==> config.mk <==
export PLATFORM = sky130hd
export DESIGN_NAME = memory_access
export DESIGN_NICKNAME = d
export VERILOG_FILES = /design/src/rtl/memory_access_pkg.sv /design/src/rtl/memory_access_load_align.sv /design/src/rtl/memory_access.sv
export SDC_FILE = /design/constraint.sdc
export NUM_CORES = 1
export LEC_CHECK = 0
export ABC_AREA = 1
export CAP_MARGIN = 20
export CELL_PAD_IN_SITES_DETAIL_PLACEMENT = 0
export CELL_PAD_IN_SITES_GLOBAL_PLACEMENT = 1
export CORE_AREA = 2 2 222 224
export DETAILED_ROUTE_END_ITERATION = 7
export DIE_AREA = 0 0 224 226
export HOLD_SLACK_MARGIN = 0.03
export PLACE_DENSITY_LB_ADDON = 0.1
export SYNTH_ARGS = -nofsm -noshare
export SYNTH_HDL_FRONTEND = slang
export SYNTH_SLANG_ARGS = --single-unit
==> constraint.sdc <==
create_clock -name clk -period 2.1 [get_ports clk]
set_clock_uncertainty 0.05 [all_clocks]
set_input_delay 0.42 -clock clk [delete_from_list [all_inputs] [get_ports clk]]
set_output_delay 0.42 -clock clk [all_outputs]
set_load 0.02 [all_outputs]
==> src/rtl/memory_access_pkg.sv <==
// Shared opcodes, bus size codes, FSM states and pipeline records for the MEM stage.
// Opcode helpers are used by memory_access and memory_access_load_align.
package memory_access_pkg;

    localparam logic [5:0] EXE_LB  = 6'b100000;
    localparam logic [5:0] EXE_LH  = 6'b100001;
    localparam logic [5:0] EXE_LW  = 6'b100011;
    localparam logic [5:0] EXE_LBU = 6'b100100;
    localparam logic [5:0] EXE_LHU = 6'b100101;
    localparam logic [5:0] EXE_SB  = 6'b101000;
    localparam logic [5:0] EXE_SH  = 6'b101001;
    localparam logic [5:0] EXE_SW  = 6'b101011;

    localparam logic [1:0] SIZE_BYTE = 2'd0;
    localparam logic [1:0] SIZE_HALF = 2'd1;
    localparam logic [1:0] SIZE_WORD = 2'd2;

    typedef enum logic [1:0] {
        ST_IDLE = 2'd0,
        ST_REQ  = 2'd1,
        ST_WAIT = 2'd2
    } state_e;

    typedef struct packed {
        logic        valid;
        logic [31:0] alu;
        logic [31:0] wdata;
        logic [31:0] inst;
        logic [4:0]  wreg;
        logic        reg_write;
        logic        mem_to_reg;
        logic        mem_read;
        logic        mem_write;
        logic [31:0] pc;
    } stage_t;

    typedef struct packed {
        logic        valid;
        logic [31:0] result;
        logic [4:0]  write_reg;
        logic        reg_write;
        logic [31:0] pc;
        logic [31:0] inst;
    } wb_t;

    function automatic logic [1:0] access_size(input logic [5:0] op);
        case (op)
            EXE_LB, EXE_LBU, EXE_SB: return SIZE_BYTE;
            EXE_LH, EXE_LHU, EXE_SH: return SIZE_HALF;
            default:                 return SIZE_WORD;
        endcase
    endfunction

    // Narrow stores are replicated across every lane so the slave can pick any.
    function automatic logic [31:0] store_lanes(input logic [5:0] op, input logic [31:0] d);
        case (op)
            EXE_SB:  return {4{d[7:0]}};
            EXE_SH:  return {2{d[15:0]}};
            default: return d;
        endcase
    endfunction

    function automatic logic misaligned(input logic [1:0] size, input logic [1:0] lo);
        return ((size == SIZE_HALF) && lo[0]) || ((size == SIZE_WORD) && (lo != 2'b00));
    endfunction

    function automatic logic [31:0] align_addr(input logic [1:0] size, input logic [31:0] a);
        case (size)
            SIZE_HALF: return {a[31:1], 1'b0};
            SIZE_WORD: return {a[31:2], 2'b00};
            default:   return a;
        endcase
    endfunction

endpackage

==> src/rtl/memory_access_load_align.sv <==
// Picks the addressed byte/half lane out of a read word and sign/zero extends it.
module memory_access_load_align
    import memory_access_pkg::*;
(
    input  logic [5:0]  opcode_i,
    input  logic [1:0]  addr_i,
    input  logic [31:0] rdata_i,
    output logic [31:0] data_o
);

    logic [7:0]  byte_lane;
    logic [15:0] half_lane;

    always_comb begin
        byte_lane = rdata_i[{addr_i, 3'b000} +: 8];
        half_lane = addr_i[1] ? rdata_i[31:16] : rdata_i[15:0];
        case (opcode_i)
            EXE_LB:  data_o = {{24{byte_lane[7]}}, byte_lane};
            EXE_LBU: data_o = {24'h0, byte_lane};
            EXE_LH:  data_o = {{16{half_lane[15]}}, half_lane};
            EXE_LHU: data_o = {16'h0, half_lane};
            default: data_o = rdata_i;
        endcase
    end

endmodule

==> src/rtl/memory_access.sv <==
// MEM stage: stage register, SRAM-like bus FSM (IDLE/REQ/WAIT) and writeback register.
// Define MEM_ALIGN_CHECK_EN to trap misaligned accesses instead of masking the address.
module memory_access
    import memory_access_pkg::*;
#(
    parameter int DATA_W = 32
) (
    input  logic              clk,
    input  logic              rstn,
    input  logic              exe_valid,
    input  logic [DATA_W-1:0] alu_result,
    input  logic [DATA_W-1:0] mem_data_in,
    input  logic [31:0]       inst_in,
    input  logic [4:0]        write_reg_in,
    input  logic              reg_write_in,
    input  logic              mem_to_reg_in,
    input  logic              mem_read_in,
    input  logic              mem_write_in,
    input  logic [DATA_W-1:0] pc_in,
    output logic              data_req,
    output logic              data_wr,
    output logic [1:0]        data_size,
    output logic [DATA_W-1:0] data_addr,
    output logic [DATA_W-1:0] data_wdata,
    input  logic              data_addr_ok,
    input  logic              data_data_ok,
    input  logic [DATA_W-1:0] data_rdata,
    output logic              mem_stall,
    output logic              wb_valid,
    output logic [DATA_W-1:0] wb_result,
    output logic [4:0]        wb_write_reg,
    output logic              wb_reg_write,
    output logic [DATA_W-1:0] wb_pc,
    output logic [31:0]       wb_inst,
    output logic [DATA_W-1:0] forward_data_mem,
    output logic              mem_adel,
    output logic              mem_ades
);

    state_e      state_q, state_d;
    stage_t      stage_q, stage_d;
    stage_t      txn_q, txn_d;
    wb_t         wb_q, wb_d;
    logic [31:0] load_data;
    logic [5:0]  txn_op;
    logic [1:0]  txn_size;
    logic        stage_mem;
    logic        stage_misal;
    logic        in_req;

    assign txn_op    = txn_q.inst[31:26];
    assign txn_size  = access_size(txn_op);
    assign stage_mem = stage_q.valid & (stage_q.mem_read | stage_q.mem_write);
    assign in_req    = (state_q == ST_REQ);

`ifdef MEM_ALIGN_CHECK_EN
    logic adel_q, adel_d, ades_q, ades_d;
    assign stage_misal = misaligned(access_size(stage_q.inst[31:26]), stage_q.alu[1:0]);
`else
    assign stage_misal = 1'b0;
`endif

    assign mem_stall = in_req | ((state_q == ST_WAIT) & ~data_data_ok);

    always_comb begin
        stage_d = stage_q;
        if (!mem_stall) begin
            stage_d.valid      = exe_valid;
            stage_d.alu        = alu_result;
            stage_d.wdata      = mem_data_in;
            stage_d.inst       = inst_in;
            stage_d.wreg       = write_reg_in;
            stage_d.reg_write  = exe_valid & reg_write_in;
            stage_d.mem_to_reg = mem_to_reg_in;
            stage_d.mem_read   = exe_valid & mem_read_in;
            stage_d.mem_write  = exe_valid & mem_write_in;
            stage_d.pc         = pc_in;
        end
    end

    // The memory op is copied out on entry to REQ so the stage register can take the next slot.
    always_comb begin
        state_d = state_q;
        txn_d   = txn_q;
        case (state_q)
            ST_IDLE: begin
                if (stage_mem && !stage_misal) begin
                    state_d = ST_REQ;
                    txn_d   = stage_q;
                end
            end
            ST_REQ:  if (data_addr_ok) state_d = ST_WAIT;
            ST_WAIT: if (data_data_ok) state_d = ST_IDLE;
            default: state_d = ST_IDLE;
        endcase
    end

    memory_access_load_align u_align (
        .opcode_i (txn_op),
        .addr_i   (txn_q.alu[1:0]),
        .rdata_i  (data_rdata),
        .data_o   (load_data)
    );

    always_comb begin
        wb_d           = wb_q;
        wb_d.valid     = 1'b0;
        wb_d.reg_write = 1'b0;
`ifdef MEM_ALIGN_CHECK_EN
        adel_d = 1'b0;
        ades_d = 1'b0;
`endif
        if ((state_q == ST_IDLE) && stage_q.valid && !stage_mem) begin
            wb_d.valid     = 1'b1;
            wb_d.result    = stage_q.alu;
            wb_d.write_reg = stage_q.wreg;
            wb_d.reg_write = stage_q.reg_write;
            wb_d.pc        = stage_q.pc;
            wb_d.inst      = stage_q.inst;
        end
`ifdef MEM_ALIGN_CHECK_EN
        else if ((state_q == ST_IDLE) && stage_mem && stage_misal) begin
            wb_d.valid     = 1'b1;
            wb_d.result    = stage_q.alu;
            wb_d.write_reg = stage_q.wreg;
            wb_d.pc        = stage_q.pc;
            wb_d.inst      = stage_q.inst;
            adel_d         = stage_q.mem_read;
            ades_d         = stage_q.mem_write;
        end
`endif
        else if ((state_q == ST_WAIT) && data_data_ok) begin
            wb_d.valid     = txn_q.valid;
            wb_d.result    = txn_q.mem_to_reg ? load_data : txn_q.alu;
            wb_d.write_reg = txn_q.wreg;
            wb_d.reg_write = txn_q.mem_read & txn_q.reg_write;
            wb_d.pc        = txn_q.pc;
            wb_d.inst      = txn_q.inst;
        end
    end

    always_ff @(posedge clk or negedge rstn) begin
        if (!rstn) begin
            state_q <= ST_IDLE;
            stage_q <= '0;
            txn_q   <= '0;
            wb_q    <= '0;
        end else begin
            state_q <= state_d;
            stage_q <= stage_d;
            txn_q   <= txn_d;
            wb_q    <= wb_d;
        end
    end

`ifdef MEM_ALIGN_CHECK_EN
    always_ff @(posedge clk or negedge rstn) begin
        if (!rstn) begin
            adel_q <= 1'b0;
            ades_q <= 1'b0;
        end else begin
            adel_q <= adel_d;
            ades_q <= ades_d;
        end
    end
    assign mem_adel  = adel_q;
    assign mem_ades  = ades_q;
    assign data_addr = in_req ? txn_q.alu : '0;
`else
    assign mem_adel  = 1'b0;
    assign mem_ades  = 1'b0;
    assign data_addr = in_req ? align_addr(txn_size, txn_q.alu) : '0;
`endif

    assign data_req   = in_req;
    assign data_wr    = in_req & txn_q.mem_write;
    assign data_size  = in_req ? txn_size : SIZE_BYTE;
    assign data_wdata = in_req ? store_lanes(txn_op, txn_q.wdata) : '0;

    assign wb_valid         = wb_q.valid;
    assign wb_result        = wb_q.result;
    assign wb_write_reg     = wb_q.write_reg;
    assign wb_reg_write     = wb_q.reg_write;
    assign wb_pc            = wb_q.pc;
    assign wb_inst          = wb_q.inst;
    assign forward_data_mem = wb_q.result;

endmodule

==> summary.txt <==
Outcome
  – Run status: complete, but fails checks
  – Failing checks: setup timing

Timing
  – Hold_ws: 328 ps
  – Final worst path period share: 1.16
  – RSZ-0062 raised after global routing: true
  – F_max: 412 MHz
  – Final setup vio count: 67
  – Crit path time final: 2430 ps
  – Worst setup margin: -327 ps
  – Pins Over Slew Limit: 0
  – Rel. slew slack: 0.603
  – Final Hold Vio Count: 0
  – Worst-Margin Slew: 596 ps

Route
  – DRT Wirelength: 53,500 um
  – Vias: 14,351
  – Drt first-iter violations: 948
  – WL/cell: 17.7 um
  – Pre-Repair DR Iteration Count: 5
  – Via density: 4.74
  – Final ANT Viol Nets: 0
  – DRC errors left: 0

Final layout
  – Fill count: 4,637
  – Area Growth Syn to Fin: 44.0%
  – Reg with most FFs: stage_q
  – Number of flip-flops in the largest register: 138
  – Fraction of layout cells with a size suffix above 1: 0.158
  – Nets: 2,539
  – Biggest regs: stage_q (138), txn_q (132)

Pwr
  – Tot Pwr: 39,600 uW
  – Leakage: 0.0116 uW
  – Pwr per Cell Area: 1640 mW/mm^2
  – Maximum VDD drop: 0.000636 V

Worst setup path
  – Worst EP required: 1630 ps
  – Max FO, Critical Path: 5
  – Nature of the critical path endpoint: output port
  – Crit path max-delay cell type: dfrtp_2
  – Startpoint Class: register
  – Crit path DAT: 1960 ps
  – Largest stage delay, worst path: 440 ps
  – Crit Path Category: register to output port
  – Critical-path cell list: nor2_8, nand4_4, buf_6, buf_12, o221ai_4, nor2_1, buf_2

Clock network
  – Longest Clk Path Bufs: 3
  – H-tree depth: 2
  – Clk slew on worst S/H paths: 60 ps
  – Clock Sinks: 381
  – CTS tree: built
  – Worst skew pair latency: 580 ps
  – Root buffer selected by CTS: clkbuf_16
  – TritonCTS Buffers: 44

Yosys
  – Synthesized area per cell: 8.54 sq um
  – Largest cells by area after synthesis: dfrtp_1 (57%), nand2_1 (14%), o21ai_0 (4.9%)
  – Post-synth EDFFs: 0
  – Top cell type's share of synthesized area: 0.569
  – Cells after Synth: 1,961
  – Dominant register cell in the synthesized netlist: dfrtp_1
  – Sequential element share of the synthesized area: 0.569
  – Count leader, synth: nand2_1
  – Area leader, netlist: dfrtp_1
  – Synth cell types: 34
  – Yosys reg bits: 381
  – Mapped Area: 0.0168 sq mm
  – Synth warnings: 0
  – Ys async rst share: 1.00
  – Commonest cells post-synth: nand2_1 (640), dfrtp_1 (381), inv_1 (204)

Floorplanning
  – Die area: 0.0506 sq mm
  – Core box area: 0.0483 sq mm
  – Die W: 224 um
  – Initial Util: 0.347
  – Site Rows: 81
  – Num ports: 380
  – Die height: 226 um

GRT
  – Largest net degree at the start of global routing: 141
  – First-pass GRT wire length: 83,100 um
  – Initial antenna violation count: 11
  – Vias in the first global route: 14,338
  – Total track usage: 0.212
  – Gr ovfl total: 0

Place
  – PortBufs: 377
  – GPL Wtd Cong: 0.852
  – HPWL Detailed: 37,100 um

Flow run
  – Max Cap Viol: 0

Worst hold path
  – HP Class: primary input to async pin
## cell type report
class	count	area, sq um	area share
repair buffers	505	5370	0.222
clock buffers	67	1310	0.0542
well taps	622	778	0.0323
clock inverters	15	186	0.00773
diodes	4	10.0	0.000415
flip-flops and latches	381	9540	0.395
inverters	222	853	0.0354
multi-input cells	1211	6090	0.253
## report_power, final
part	switching [uW]	internal, uW
clock	3120	4690
combinational	11100	7940
sequential	1990	10700
total	16200	23400
## worst max-delay path, delay by kind of cell, from the launching register on
| family | cells | cell delay, ps |
|---|---|---|
| AOI/OAI and AO/OA | 1 | 170 |
| buffers and inverters | 3 | 460 |
| and+or+nand+nor | 3 | 320 |
| DFF | 1 | 440 |
## cell families (layout without fill, tap and decap cells)
| kind of cell | count (synthesis) | after routing | synth area share |
|---|---|---|---|
| AOI/OAI and AO/OA | 413 | 413 | 0.137 |
| buffers and inverters | 371 | 809 | 0.0976 |
| DFF | 381 | 381 | 0.569 |
| muxes | 14 | 14 | 0.00941 |
| other | 1 | 6 | 0.000224 |
| and+or+nand+nor | 781 | 782 | 0.186 |
## final timing paths
kind	start	endpoint	slack (ps)	cells after the start
setup / recovery	txn_op[4]	data_wdata[13]	-330	7
hold / removal	rstn	stage_q[128]	330	2
setup reg to reg	txn_op[5]	forward_data_mem[3]	140	12
hold reg to reg	txn_q[137]	txn_q[137]	400	2
max in group asynchronous	rstn	wb_inst[27]	850	3
min in group clk	inst_in[15]	stage_q[56]	330	3
## layout by cell type, fill, tap and decap left out, types with 4 or more instances in the layout
cell and instances:
a21oi_1 42, a21oi_2 6, a22oi_1 15, buf_12 43, buf_2 6, buf_4 83
buf_6 57, buf_8 4, clkbuf_1 11, clkbuf_16 46, clkbuf_8 12, clkdlybuf4s50_1 246
clkinv_1 4, clkinv_2 7, dfrtp_1 379, diode_2 4, dlygate4sd2_1 51, dlymetal6s2s_1 10
inv_1 203, inv_2 11, mux2_2 14, nand2_1 636, nand3_1 23, nand3b_1 5
nand4_1 7, nor2_1 40, nor2_2 7, nor2_4 46, o211ai_1 49, o21ai_0 164
o21ai_1 122, o221ai_1 6, o221ai_4 6, or2_0 4
## metrics by stage
stage | util | worst slack, ps | instance area (sq um) | cells | setup TNS [ps]
after detailed placement | 0.451 | -317 | 21800 | 2916 | -15030
after CTS | 0.493 | -373 | 23800 | 3019 | -18090
final | 0.499 | -327 | 24100 | 3027 | -14180
after floorplan | - | 165 | 16800 | 1962 | 0
after global placement | 0.451 | -338 | 21800 | 2916 | -15200
after global routing | 0.499 | -457 | 24100 | 3026 | -21300
## layer usage
layer	global-route usage	part of all wire	routed length [um]	up-vias
met3	0.0438	0.055	2940	82
met1	0.290	0.45	24300	6899
met5	0	0.0018	97	-
met2	0.338	0.47	25000	343
li1	-	-	-	7013
met4	0.0660	0.022	1150	14
## what timing repair did
action / 4_1_cts / 5_1_grt
setup endpoints to repair: 121 / 102
hold buffers: 1 / 0
endpoints found under the hold margin: 43 / 0
pin swaps: 10 / 6
cloned: 1 / 3
gates resized for setup: 490 / 63
setup buffers: 20 / 3
No activity file was read; power rests on OpenSTA's default activity.
